`src/rtl/vga_timing_pkg.sv`:
```
// Shared VGA raster timing: default 640x480@60 constants, coordinate width,
// period/sync-window helpers and the registered output bundle.
package vga_timing_pkg;

    localparam int COORD_W   = 11;
    localparam int COORD_MAX = 2047;

    localparam int DEF_H_PIXELS = 640;
    localparam int DEF_H_FP     = 16;
    localparam int DEF_H_PULSE  = 96;
    localparam int DEF_H_BP     = 48;
    localparam int DEF_V_PIXELS = 480;
    localparam int DEF_V_FP     = 10;
    localparam int DEF_V_PULSE  = 2;
    localparam int DEF_V_BP     = 33;

    typedef logic [COORD_W-1:0] coord_t;

    typedef struct packed {
        logic   h_sync;
        logic   v_sync;
        logic   disp_ena;
        logic   frame_start;
        coord_t column;
        coord_t row;
    } raster_out_t;

    function automatic int axis_period(int pixels, int fp, int pulse, int bp);
        return pixels + fp + pulse + bp;
    endfunction

    function automatic int sync_first(int pixels, int fp);
        return pixels + fp;
    endfunction

    // Exclusive upper bound of the sync window.
    function automatic int sync_end(int pixels, int fp, int pulse);
        return pixels + fp + pulse;
    endfunction

    function automatic raster_out_t idle_outputs(logic h_pol, logic v_pol);
        raster_out_t o;
        o        = '0;
        o.h_sync = ~h_pol;
        o.v_sync = ~v_pol;
        return o;
    endfunction

endpackage

```
`src/rtl/vga_axis_counter.sv`:
```
// One raster axis: wrapping counter with enable, terminal count,
// active-window and sync-window decode of the current count.
module vga_axis_counter
    import vga_timing_pkg::*;
#(
    parameter int period     = 800,
    parameter int active_len = 640,
    parameter int sync_lo    = 656,
    parameter int sync_hi    = 752
) (
    input  logic   clk,
    input  logic   reset_n,
    input  logic   enable,
    output coord_t count,
    output logic   terminal,
    output logic   active,
    output logic   in_sync
);

    localparam coord_t LAST       = coord_t'(period - 1);
    localparam coord_t ACTIVE_END = coord_t'(active_len);
    localparam coord_t SYNC_LO    = coord_t'(sync_lo);
    localparam coord_t SYNC_HI    = coord_t'(sync_hi);

    assign terminal = (count == LAST);
    assign active   = (count < ACTIVE_END);
    assign in_sync  = (count >= SYNC_LO) && (count < SYNC_HI);

    always_ff @(posedge clk) begin
        if (!reset_n) begin
            count <= '0;
        end else if (enable) begin
            count <= terminal ? '0 : count + coord_t'(1);
        end
    end

endmodule

```
`src/rtl/vga_sync_controller.sv`:
```
// VGA raster timing generator: free-running h/v counters decoded into
// registered sync, display-enable, coordinates and a frame-start pulse.
module vga_sync_controller
    import vga_timing_pkg::*;
#(
    parameter int   h_pixels = DEF_H_PIXELS,
    parameter int   h_fp     = DEF_H_FP,
    parameter int   h_pulse  = DEF_H_PULSE,
    parameter int   h_bp     = DEF_H_BP,
    parameter logic h_pol    = 1'b0,
    parameter int   v_pixels = DEF_V_PIXELS,
    parameter int   v_fp     = DEF_V_FP,
    parameter int   v_pulse  = DEF_V_PULSE,
    parameter int   v_bp     = DEF_V_BP,
    parameter logic v_pol    = 1'b0
) (
    input  logic               pixel_clk,
    input  logic               reset_n,
    output logic               h_sync,
    output logic               v_sync,
    output logic               disp_ena,
    output logic [COORD_W-1:0] column,
    output logic [COORD_W-1:0] row,
    output logic               frame_start
);

    localparam int H_PERIOD = axis_period(h_pixels, h_fp, h_pulse, h_bp);
    localparam int V_PERIOD = axis_period(v_pixels, v_fp, v_pulse, v_bp);

    if (H_PERIOD > COORD_MAX || V_PERIOD > COORD_MAX) begin : g_period_check
        $error("vga_sync_controller: raster period exceeds 11-bit counter range");
    end

    coord_t      h_count, v_count;
    logic        h_last, v_last;
    logic        h_active, v_active;
    logic        h_in_sync, v_in_sync;
    logic        at_origin;
    raster_out_t out_q, out_nxt;

    vga_axis_counter #(
        .period    (H_PERIOD),
        .active_len(h_pixels),
        .sync_lo   (sync_first(h_pixels, h_fp)),
        .sync_hi   (sync_end(h_pixels, h_fp, h_pulse))
    ) u_h_axis (
        .clk     (pixel_clk),
        .reset_n (reset_n),
        .enable  (1'b1),
        .count   (h_count),
        .terminal(h_last),
        .active  (h_active),
        .in_sync (h_in_sync)
    );

    vga_axis_counter #(
        .period    (V_PERIOD),
        .active_len(v_pixels),
        .sync_lo   (sync_first(v_pixels, v_fp)),
        .sync_hi   (sync_end(v_pixels, v_fp, v_pulse))
    ) u_v_axis (
        .clk     (pixel_clk),
        .reset_n (reset_n),
        .enable  (h_last),
        .count   (v_count),
        .terminal(v_last),
        .active  (v_active),
        .in_sync (v_in_sync)
    );

    always_comb begin
        out_nxt             = out_q;
        out_nxt.h_sync      = h_in_sync ? h_pol : ~h_pol;
        out_nxt.v_sync      = v_in_sync ? v_pol : ~v_pol;
        out_nxt.disp_ena    = h_active & v_active;
        out_nxt.frame_start = at_origin;
        if (h_active) out_nxt.column = h_count;
        if (v_active) out_nxt.row = v_count;
    end

    // at_origin tracks "counters sit at (0,0)": true after reset and
    // whenever both axes wrap together on the previous edge.
    always_ff @(posedge pixel_clk) begin
        if (!reset_n) begin
            out_q     <= idle_outputs(h_pol, v_pol);
            at_origin <= 1'b1;
        end else begin
            out_q     <= out_nxt;
            at_origin <= h_last & v_last;
        end
    end

    assign h_sync      = out_q.h_sync;
    assign v_sync      = out_q.v_sync;
    assign disp_ena    = out_q.disp_ena;
    assign frame_start = out_q.frame_start;
    assign column      = out_q.column;
    assign row         = out_q.row;

endmodule
```
`config.mk`:
```
export PLATFORM = sky130hd
export DESIGN_NAME = vga_sync_controller
export DESIGN_NICKNAME = d
export VERILOG_FILES = /design/src/rtl/vga_timing_pkg.sv /design/src/rtl/vga_axis_counter.sv /design/src/rtl/vga_sync_controller.sv
export SDC_FILE = /design/constraint.sdc
export NUM_CORES = 1
export LEC_CHECK = 0
export ABC_AREA = 1
export ABC_CLOCK_PERIOD_IN_PS = 2000
export BUFFER_PORTS_ARGS = -buffer_cell sky130_fd_sc_hd__buf_2
export CAP_MARGIN = 20
export CORE_ASPECT_RATIO = 1.2
export CORE_MARGIN = 8
export CORE_UTILIZATION = 50
export DETAILED_ROUTE_END_ITERATION = 10
export MAX_ROUTING_LAYER = met4
export PLACE_DENSITY = 0.76
export SLEW_MARGIN = 20
export SYNTH_ARGS = -nofsm -noshare
export SYNTH_HDL_FRONTEND = slang
export SYNTH_SLANG_ARGS = --single-unit
export TNS_END_PERCENT = 10
```
`constraint.sdc`:
```
create_clock -name pixel_clk -period 2 [get_ports pixel_clk]
set_input_delay 0.1 -clock pixel_clk [delete_from_list [all_inputs] [get_ports pixel_clk]]
set_output_delay 0.1 -clock pixel_clk [all_outputs]
set_load 0.02 [all_outputs]
```
==> run summary <==
first-pass GRT wire length -> 7.82 mm
Yosys cell types -> 29
vias in the first global route -> 1,735
CTS clk-pin slew, worst paths -> 0.10 ns
drt drc -> 0
R2R Setup Slk -> 0.28 ns
RR Endpoint -> u_v_axis.count[4]$_SDFFE_PN0N_
number of clock sinks -> 49
max-cap check violation count -> 0
total track usage -> 15.6%
synthesized area -> 0.00213 mm^2
cts hold-fix bufs -> 0
Crit path required time -> 2.22 ns
maximum root-to-sink buffer count -> 2
final setup fails -> 0
Max-slew headroom -> 73.1%
sequential area share after synthesis -> 46.0%
total wire length -> 4.54 mm
post-synthesis net count -> 286
crit-path max FO -> 12
post-CTS resize count -> 0
Core ar. -> 0.00416 mm^2
Place WS -> 0.294 ns
Final ANT Viol Nets -> 0
Fmax achieved -> 0.581 GHz
worst hold path depth -> 3
cts bufs inserted -> 5
CP Launch Type -> flop
RSZ-0062 raised after global routing -> no
FF+latch count, synth -> 49
HPWL Detailed -> 3.44 mm
# diodes -> 0
DRT Pass-1 Iters -> 4
share of layout cells above drive strength 1 -> 18.7%
min-delay worst type -> primary input to flop
Crit. End Element -> flop
Gate Count Post-Synth -> 281
fin crit period -> 1.72 ns
CP startpoint -> u_h_axis.count[0]$_SDFF_PP0_
CTS tree -> built
Max Slew Vio Count -> 0
nets -> 314
Synth warnings -> 0
GPL Wtd Cong -> 0.919
Sequential Area -> 981 um^2
final worst setup slack -> 0.280 ns
area of the die -> 0.00662 mm^2
hold slack -> 0.224 ns
wire per inst -> 12.4 um
IO Port Bufs -> 27
# IOs -> 28
setup TNS -> 0 ns
multi-input combinational cell area -> 997 um^2
root buffer cell -> clkbuf_8
Hold Path Sink -> u_v_axis.count[6]$_SDFFE_PN0N_
GR Overflow Total -> 0
Fin. Hold Viols -> 0
final cell count without fillers -> 366
Leakage -> 1.03 nW
Crit Path Category -> flop to flop
post-CTS setup buffers -> 0
Hold Startpoint -> reset_n
Die W -> 75.6 um
vias -> 1,848
CTS HTree Levels -> 2
Std-Cell Rows -> 26
P&R area growth vs syn -> 13.1%
Peak VDD IR -> 0.573 mV
Die Ht -> 87.5 um
Initial Utilization -> 51.2%
Worst Path Arrival -> 1.94 ns
clock skew -> 0.0156 ns
power density over the cells -> 740 mW/mm^2
pin count of the biggest net entering global routing -> 23
FILL cells -> 410
Syn Area/Cell -> 7.59 um^2
antenna violations before repair -> 0
Skew-Pair Late Insertion Delay -> 0.31 ns
total chip power -> 1.78 mW
initial detailed-routing violation count -> 181
routed vias/inst -> 5.05
status -> complete, no violations
DP Cell Count -> 358
Tcrit/Tclk final -> 86.0%
worst-margin pin slew -> 0.402 ns
R2R depth -> 8
Worst R2R Start -> u_h_axis.count[0]$_SDFF_PP0_
## cell usage after synthesis (all sizes together)
master | count | area (um^2)
dfxtp | 49 | 981
nand4 | 5 | 31.3
inv | 28 | 105
nand3b | 2 | 15.0
nor3b | 1 | 12.5
clkbuf | 3 | 11.3
nand2 | 56 | 230
a211oi | 2 | 15.0
nor3 | 7 | 40.0
ha | 3 | 37.5
nand3 | 16 | 90.1
nor2 | 57 | 251
buf | 4 | 37.5
nor4 | 2 | 12.5
xor2 | 4 | 35.0
a21oi | 20 | 111
a31oi | 1 | 6.26
o21ai | 21 | 109
## routing by layer
metal / share of wire, % / global-route usage [%]
met2: 51 / 26.6
met5: 0 / -
met3: 4.8 / 3.44
met1: 42 / 16.8
met4: 2.2 / 6.83
## through the flow
stage | cell area [um^2] | util [%]
after floorplan | 2130 | -
after global routing | 2410 | 57.9
final | 2410 | 57.9
after detailed placement | 2300 | 55.1
after global placement | 2300 | 55.1
after CTS | 2410 | 57.9
## sequential cells by signal, indices dropped and copies added, names as in the netlist
register and flops:
column 11, row 11, u_h_axis.count 11, u_v_axis.count 11, at_origin 1, disp_ena 1, frame_start 1, h_sync 1
v_sync 1
## placed cells by master, fill, tap and decap left out, drive strengths merged
cell type / count
a211oi: 2
a21oi: 20
a31oi: 1
buf: 28
bufinv: 1
clkbuf: 5
dfxtp: 49
ha: 3
inv: 30
nand2: 56
nand3: 16
nand3b: 2
nand4: 5
nor2: 57
nor3: 7
nor3b: 1
nor4: 2
o21ai: 21
xor2: 4
## power breakdown
group	internal [mW]	switching, mW
sequential	0.986	0.00772
combinational	0.0175	0.0389
clock	0.381	0.353
total	1.38	0.400
## area by class of cell
| class | count | area share [%] |
|---|---|---|
| sequential | 49 | 40.7 |
| clock inverter | 3 | 1.97 |
| tap | 56 | 2.90 |
| inverter | 28 | 4.36 |
| clock buffer | 5 | 2.85 |
| multi-input combinational | 197 | 41.3 |
| timing repair buffer | 28 | 5.91 |
## cell families after synthesis
group / after synthesis / synth area share (%)
and+or+nand+nor: 146 / 32.0
AOI/OAI and AO/OA: 44 / 11.3
buffers and inverters: 35 / 7.22
adders and majority gates: 3 / 1.76
xor gates and xnor gates: 4 / 1.64
DFF: 49 / 46.0
## worst max-delay path, cell delays in order, from the launching register on
cell and delay, ns:
dfxtp_1 0.41, ha_1 0.31, nand3_2 0.14, nor2_2 0.23, nand2_4 0.14, nand2_4 0.18
nand2_2 0.10, inv_2 0.08, nor2_1 0.05
## how the worst max path moves through the flow
stage	end	cells past startpoint
finish	u_v_axis.count[4]$_SDFFE_PN0N_	8
global route	u_v_axis.count[4]$_SDFFE_PN0N_	8
CTS	u_v_axis.count[4]$_SDFFE_PN0N_	8
detailed placement	u_v_axis.count[4]$_SDFFE_PN0N_	8
global placement	u_v_axis.count[0]$_SDFFE_PN0N_	8
floorplan	u_v_axis.count[6]$_SDFFE_PN0N_	8
Power figures use the tool's default switching activity.
